[config.mk]
export PLATFORM = sky130hd
export DESIGN_NAME = cp0_unit
export DESIGN_NICKNAME = d
export VERILOG_FILES = /design/src/rtl/cp0_pkg.sv /design/src/rtl/cp0_timer.sv /design/src/rtl/cp0_unit.sv
export SDC_FILE = /design/constraint.sdc
export NUM_CORES = 1
export LEC_CHECK = 0
export CAP_MARGIN = 20
export CORE_ASPECT_RATIO = 1.75
export CORE_MARGIN = 2
export CORE_UTILIZATION = 35
export CTS_CLUSTER_DIAMETER = 30
export CTS_CLUSTER_SIZE = 10
export DETAILED_ROUTE_END_ITERATION = 12
export PLACE_DENSITY = 0.68
export SYNTH_ARGS = -nofsm -noshare
export SYNTH_HDL_FRONTEND = slang
export SYNTH_HIERARCHICAL = 1
export SYNTH_SLANG_ARGS = --single-unit
[constraint.sdc]
create_clock -name clk -period 2.1 [get_ports clk]
set_input_delay 0.21 -clock clk [delete_from_list [all_inputs] [get_ports clk]]
set_output_delay 0.21 -clock clk [all_outputs]
set_load 0.01 [all_outputs]
[src/rtl/cp0_pkg.sv]
// Shared CP0 register numbers, exception codes and SR/Cause bit positions.
// Used by cp0_unit and by the optional timer (CP0_TIMER_EN).
package cp0_pkg;

    localparam logic [4:0] REG_COUNT   = 5'd9;
    localparam logic [4:0] REG_COMPARE = 5'd11;
    localparam logic [4:0] REG_SR      = 5'd12;
    localparam logic [4:0] REG_CAUSE   = 5'd13;
    localparam logic [4:0] REG_EPC     = 5'd14;
    localparam logic [4:0] REG_PRID    = 5'd15;

    localparam logic [4:0] EXC_INT  = 5'd0;
    localparam logic [4:0] EXC_ADEL = 5'd4;
    localparam logic [4:0] EXC_ADES = 5'd5;
    localparam logic [4:0] EXC_RI   = 5'd10;
    localparam logic [4:0] EXC_OV   = 5'd12;

    localparam int SR_IE_BIT    = 0;
    localparam int SR_EXL_BIT   = 1;
    localparam int SR_IM_LO     = 10;
    localparam int CAUSE_EXC_LO = 2;
    localparam int CAUSE_IP_LO  = 10;
    localparam int CAUSE_BD_BIT = 31;

    function automatic logic [31:0] pack_sr(input logic [5:0] im, input logic exl, input logic ie);
        logic [31:0] v;
        v = '0;
        v[SR_IM_LO +: 6] = im;
        v[SR_EXL_BIT]    = exl;
        v[SR_IE_BIT]     = ie;
        return v;
    endfunction

    function automatic logic [31:0] pack_cause(input logic bd, input logic [5:0] ip, input logic [4:0] exc);
        logic [31:0] v;
        v = '0;
        v[CAUSE_BD_BIT]        = bd;
        v[CAUSE_IP_LO +: 6]    = ip;
        v[CAUSE_EXC_LO +: 5]   = exc;
        return v;
    endfunction

endpackage

[src/rtl/cp0_timer.sv]
// Count/Compare timer with sticky timer-interrupt flag; only built with CP0_TIMER_EN.
// ti is asserted in the same cycle Count matches Compare.
module cp0_timer
    import cp0_pkg::*;
(
    input  logic        clk,
    input  logic        reset,
    input  logic        we,
    input  logic [4:0]  addr,
    input  logic [31:0] din,
    output logic [31:0] count,
    output logic [31:0] compare,
    output logic        ti
);

    logic [31:0] r_count;
    logic [31:0] r_compare;
    logic        r_ti;
    logic        w_match;
    logic        w_wr_count;
    logic        w_wr_compare;

    assign w_match      = (r_count == r_compare);
    assign w_wr_count   = we && (addr == REG_COUNT);
    assign w_wr_compare = we && (addr == REG_COMPARE);

    always_ff @(posedge clk) begin
        if (!reset) begin
            r_count   <= '0;
            r_compare <= '0;
            r_ti      <= 1'b0;
        end else begin
            r_count <= w_wr_count ? din : r_count + 32'd1;
            // Writing Compare acknowledges the timer interrupt.
            if (w_wr_compare) begin
                r_compare <= din;
                r_ti      <= 1'b0;
            end else if (w_match) begin
                r_ti <= 1'b1;
            end
        end
    end

    assign count   = r_count;
    assign compare = r_compare;
    assign ti      = r_ti | w_match;

endmodule

[src/rtl/cp0_unit.sv]
// CP0 responder beside the M stage: SR/Cause/EPC/PRId, exception/interrupt request, eret EPC.
// Optional Count/Compare timer is enabled by defining CP0_TIMER_EN.
//
// EXL | meaning
// 0   | normal: exceptions and enabled interrupts raise req
// 1   | handler: req suppressed until exl_clr (eret)
module cp0_unit
    import cp0_pkg::*;
#(
    parameter logic [31:0] PRID_VALUE = 32'h2021_0007,
    parameter int          HWINT_W    = 6
) (
    input  logic               clk,
    input  logic               reset,
    input  logic [4:0]         a1,
    input  logic [4:0]         a2,
    input  logic [31:0]        din,
    input  logic               we,
    input  logic [31:0]        vpc,
    input  logic               bd_in,
    input  logic [4:0]         exc_in,
    input  logic               exl_clr,
    input  logic [HWINT_W-1:0] hwint,
    output logic               req,
    output logic [31:0]        epc_out,
    output logic [31:0]        dout
);

    logic [HWINT_W-1:0] r_im;
    logic               r_exl;
    logic               r_ie;
    logic [HWINT_W-1:0] r_ip;
    logic               r_bd;
    logic [4:0]         r_exc;
    logic [31:0]        r_epc;

    logic [HWINT_W-1:0] w_int_lines;
    logic               w_int_req;
    logic               w_exc_req;
    logic               w_req;
    logic               w_wr_en;
    logic [31:0]        w_vpc_aligned;
    logic [31:0]        w_epc_next;

`ifdef CP0_TIMER_EN
    logic [31:0] w_count;
    logic [31:0] w_compare;
    logic        w_ti;

    cp0_timer u_timer (
        .clk     (clk),
        .reset   (reset),
        .we      (w_wr_en),
        .addr    (a2),
        .din     (din),
        .count   (w_count),
        .compare (w_compare),
        .ti      (w_ti)
    );

    assign w_int_lines = hwint | {w_ti, {(HWINT_W-1){1'b0}}};
`else
    assign w_int_lines = hwint;
`endif

    assign w_int_req     = r_ie & ~r_exl & (|(w_int_lines & r_im));
    assign w_exc_req     = ~r_exl & (exc_in != EXC_INT);
    assign w_req         = w_int_req | w_exc_req;
    // A taken exception squashes the M-stage mtc0.
    assign w_wr_en       = we & ~w_req;
    assign w_vpc_aligned = vpc & ~32'h3;
    assign w_epc_next    = bd_in ? (w_vpc_aligned - 32'd4) : w_vpc_aligned;

    always_ff @(posedge clk) begin
        if (!reset) begin
            r_im  <= '0;
            r_exl <= 1'b0;
            r_ie  <= 1'b0;
            r_ip  <= '0;
            r_bd  <= 1'b0;
            r_exc <= EXC_INT;
            r_epc <= '0;
        end else begin
            r_ip <= w_int_lines;
            if (w_req) begin
                r_exl <= 1'b1;
                r_exc <= w_int_req ? EXC_INT : exc_in;
                r_bd  <= bd_in;
                r_epc <= w_epc_next;
            end else begin
                if (w_wr_en && (a2 == REG_SR)) begin
                    r_im  <= din[SR_IM_LO +: HWINT_W];
                    r_exl <= din[SR_EXL_BIT];
                    r_ie  <= din[SR_IE_BIT];
                end
                // eret wins over a same-cycle mtc0 to SR, for EXL only.
                if (exl_clr) begin
                    r_exl <= 1'b0;
                end
                if (w_wr_en && (a2 == REG_EPC)) begin
                    r_epc <= din;
                end
            end
        end
    end

    always_comb begin
        dout = '0;
        case (a1)
            REG_SR:      dout = pack_sr(r_im, r_exl, r_ie);
            REG_CAUSE:   dout = pack_cause(r_bd, r_ip, r_exc);
            REG_EPC:     dout = r_epc;
            REG_PRID:    dout = PRID_VALUE;
`ifdef CP0_TIMER_EN
            REG_COUNT:   dout = w_count;
            REG_COMPARE: dout = w_compare;
`endif
            default:     dout = '0;
        endcase
    end

    assign req     = w_req;
    assign epc_out = r_epc;

endmodule
* After elaboration in Yosys (flattened, before gate mapping)
Cells that the tools add are included.
Storage, ports and cells: output and inout port bits 65, register bits 52, word-level logic and storage cells 37, input bits 90
Operators by class: equal/unequal tests 6, multiplexer cells 8, bitwise gates (word level) 8, reduce and logical (&&, ||, !) cells 7, add/sub/neg operators 1
Operator list (count):
- $pmux W32 S4 | 1
- $mux W32 | 3
- $sub A32 B3 Y32 const B | 1
- $eq A5 B4 Y1 const B | 6
- $and A6 B6 Y6 | 1
- $reduce_or A6 Y1 | 1
- $mux W5 | 1
- $reduce_bool A5 Y1 | 1
- $and A1 B1 Y1 | 4
- $mux W1 | 3
- $reduce_bool A3 Y1 | 1
- $logic_and A1 B1 Y1 | 2
- $not A1 Y1 | 2
- $reduce_and A2 Y1 | 1
- $reduce_bool A2 Y1 | 1
- $or A1 B1 Y1 | 1

* Logic depth before layout (Yosys ltp)
depth in word-level cells 10, depth in mapped cells 7, mapped depth without buffers 6

* Worst setup path after synthesis
No wires, ideal clock.
path kind input to register, start point in bd_in, end point reg r_epc[25] (netlist: epc_out[25]), path slack 0.259 ns, stages 6, library setup time 0.074 ns, arrival 1.766 ns, buffers on the path 2, cell sequence buf_4 > or3b_1 > or3_4 > buf_6 > or4_1 > a31oi_1
Between the ends: cells in the longest elaborated chain, start to end 2
RTL lines:
- from (decl) | RTL line cp0_unit.sv:20 | input logic bd_in,
- $mux W32 | RTL line cp0_unit.sv:72 | assign w_epc_next = bd_in ? (w_vpc_aligned - 32'd4) : w_vpc_aligned;
- $mux W32 | RTL line cp0_unit.sv:85 | if (w_req) begin
- to (signal assigned) | RTL line cp0_unit.sv:89 | r_epc <= w_epc_next;
- to (signal assigned) | RTL line cp0_unit.sv:101 | r_epc <= din;
- to (decl) | RTL line cp0_unit.sv:35 | logic [31:0] r_epc;
No other way between the ends. A chain may end at the register's enable or synchronous reset.

* Worst setup path after layout
start point in a1[1], end point out dout[4]
Between the ends: cells in the longest elaborated chain, start to end 2
RTL lines:
- from (decl) | RTL line cp0_unit.sv:15 | input logic [4:0] a1,
- $eq A5 B4 Y1 | RTL line cp0_unit.sv:109 | case (a1)
- $pmux W32 S4 (*) | RTL line cp0_unit.sv:109
- to (decl) | RTL line cp0_unit.sv:26 | output logic [31:0] dout
Mark *: on every way between the ends. The rest lies on a longest branch, timed or not.

==> impl_metrics.py <==
metrics = {
    "run_status": {
        "status": "finished, final reports clean",
    },
    "clock_network": {
        "holdBufCountCts": 0,
        "cts.clk_slew.worst_paths_ns": 0.07,
        "clockBufferDepth": 2,
        "clk_latency_ns": 0.30,
        "numCtsBuffers": 5,
        "tritoncts": "built",
        "root_buffer": "clkbuf_16",
        "cts.sinks": 52,
        "h-tree-depth": 2,
    },
    "timing": {
        "timing.hold.ws_ns": 0.489,
        "finalCriticalPeriod_ns": 2.04,
        "finalCritPeriodShare_pct": 97.3,
        "max_freq_mhz": 489,
        "worstMarginPinSlew_ns": 0.695,
        "finalMaxSlewViolations": 0,
        "setup_viol": 0,
        "slew_headroom_pct": 53.6,
        "fin_skew_ns": 0.00743,
        "finalHoldViolCount": 0,
    },
    "critical_path": {
        "end_kind": "primary output",
        "critical_path_class": "in -> out",
        "crit_path_start_kind": "input pin",
        "worstPathArrival_ns": 1.83,
        "path_cells": "clkdlybuf4s50_1, nor2b_2, buf_4, a22oi_1, nor2_1, clkdlybuf4s50_1",
        "required_ns": 1.89,
        "max_stage_delay_ns": 0.55,
        "crit_slowest_cell": "clkdlybuf4s50_1",
        "timing.critical_path.mode_cell": "clkdlybuf4s50_1",
        "path_max_fanout": 11,
    },
    "floorplan": {
        "die_w_um": 82.3,
        "die_y_um": 141,
        "rows": 50,
        "die_area_um2": 11600,
        "initial_core_util_pct": 35.5,
        "io_pins": 155,
        "core_um2": 10600,
    },
    "grt": {
        "grt_pass1_vias": 4503,
        "grt_pass1_wl_um": 22700,
        "overflow": 0,
        "grt.total_usage_pct": 25.1,
        "grt_max_degree": 39,
        "antenna_found_initial": 1,
    },
    "synthesis": {
        "synth.top_cell.area_share_pct": 27.8,
        "async_flop_share_pct": 0,
        "netlist_instances": 488,
        "synth-edff-count": 0,
        "synth.distinct_cells": 51,
        "yosysMostFrequentCell": "dfxtp_1",
        "yosys_register_bits": 52,
        "yosys-top-cells-area": "dfxtp_1 28%, a31oi_1 7.3%, and4_1 6.8%",
        "syn_avg_cell_area_um2": 7.69,
        "ys_seq_area_share_pct": 27.8,
        "synth_common_cells": "52 x dfxtp_1, 45 x clkbuf_1, 44 x a31oi_1",
        "synth_warnings": 6,
        "synth_ff_type": "dfxtp_1",
        "syn-cell-area_um2": 3750,
        "yosysTopAreaCell": "dfxtp_1",
        "synth_fp_nets": 579,
    },
    "pwr": {
        "finalPower_uw": 2800,
        "max-vdd-ir-drop_mv": 0.348,
        "leakage_uw": 0.00238,
        "p_per_area_nw_per_um2": 464,
        "p_sw_uw": 846,
        "p_sw_share_pct": 30.2,
        "combPwrFrac_pct": 29.7,
        "seqPwrFrac_pct": 40.0,
        "intPower_uw": 1960,
        "p_clk_share_pct": 30.3,
    },
    "route": {
        "drt_pass1_iterations": 5,
        "drcViolationCount": 0,
        "ant_nets": 0,
        "routedWlPerCell_um": 18.6,
        "num_vias": 4643,
        "routed_wl_um": 14900,
        "drt_first_iter_violations": 330,
        "viasPerCell": 5.80,
    },
    "job": {
        "maxCapViolCount": 0,
    },
    "placement": {
        "io_buffers": 152,
        "place_area_um2": 5820,
        "hpwl_um": 11400,
        "place.gp.congestion": 0.856,
    },
    "worst_hold_path": {
        "min_path_type": "reg -> reg",
    },
    "cells_and_area": {
        "fin_area_um2": 6040,
        "nNetsFinal": 759,
        "fin_util_pct": 57.1,
        "multi_input_area_um2": 2440,
        "syn2layout_area_growth_pct": 60.9,
        "drive_gt1_share_pct": 15.8,
        "seqCellArea_um2": 1040,
        "fill_cells": 964,
    },
}
sequential cells by signal, summed over array words and instances (netlist names):
| signal | flops |
|---|---|
| epc_out | 32 |
| r_im | 6 |
| r_ip | 6 |
| r_exc | 5 |
| r_bd | 1 |
| r_exl | 1 |
| r_ie | 1 |
layout by cell type (no fill, tap or decap), types with 19 or more instances in the layout:
cell               n
a31oi_1           44
and2_1            21
and4_1            29
buf_4             66
clkdlybuf4s50_1  132
dfxtp_1           52
inv_1             35
nand2_1           25
nor2_1            34
nor4_1            19
metrics by stage:
step	instances	setup TNS, ns	setup slack (ns)
finish	800	0	0.0570
global route	800	-0.152	-0.0306
CTS	797	0	0.00168
detailed placement	789	-7.22	-0.200
global placement	789	-7.18	-0.214
floorplan	488	0	0.259
worst paths after layout:
path / start / to / slack, ns / cells after the start
setup / recovery: a1[1] / dout[4] / 0.06 / 6
hold / removal: r_im[0] / r_im[0] / 0.49 / 2
setup reg to reg: r_im[0] / r_im[2] / 0.15 / 6
hold reg to reg: r_im[0] / r_im[0] / 0.49 / 2
kinds of logic after synthesis:
family / after synthesis / synth area share [%]
AOI/OAI and AO/OA: 127 / 23.4
and+or+nand+nor: 195 / 32.7
DFF: 52 / 27.8
xor gates and xnor gates: 11 / 2.57
adders and majority gates: 1 / 0.334
buffers and inverters: 86 / 8.94
muxes: 16 / 4.30
power by group through the flow:
stage	Combinational (uW)	Clock [uW]	Sequential, uW
after global routing	892	894	1130
after detailed placement	818	0	1140
final	833	849	1120
after CTS	827	855	1120
after floorplan	315	0	1140
after global placement	809	0	1140
area by class of cell:
cell class                      instances  share of cell area, %
Timing Repair Buffer                  224                   34.8
Tap cell                              130                   2.69
Inverter                               35                   2.18
Clock buffer                            5                   2.07
Multi-Input combinational cell        350                   40.5
Antenna cell                            1                 0.0415
Sequential cell                        52                   17.2
Clock inverter                          3                  0.435
per-layer routing:
metal	vias up	track usage (%)	wire, um	part of all wire (%)
li1	2218	-	-	-
met1	2158	27.7	5220	35
met2	216	44.6	7950	53
met3	51	1.15	762	5.1
met4	0	16.5	960	6.4
met5	-	0	0	0
timing repair:
| item | in CTS | in global routing |
|---|---|---|
| resized for setup | 20 | 10 |
| hold endpoints to repair | 0 | 0 |
| endpoints found under the setup margin | 26 | 8 |
| cloned | 0 | 1 |
| buffers inserted | 0 | 1 |
critical path, delay by kind of cell:
family                 cells  cell delay (ns)
AND/OR/NAND/NOR            2             0.29
AO/OA/AOI/OAI              1             0.10
buffers and inverters      3             1.24
No activity file was read; power rests on OpenSTA's default activity.
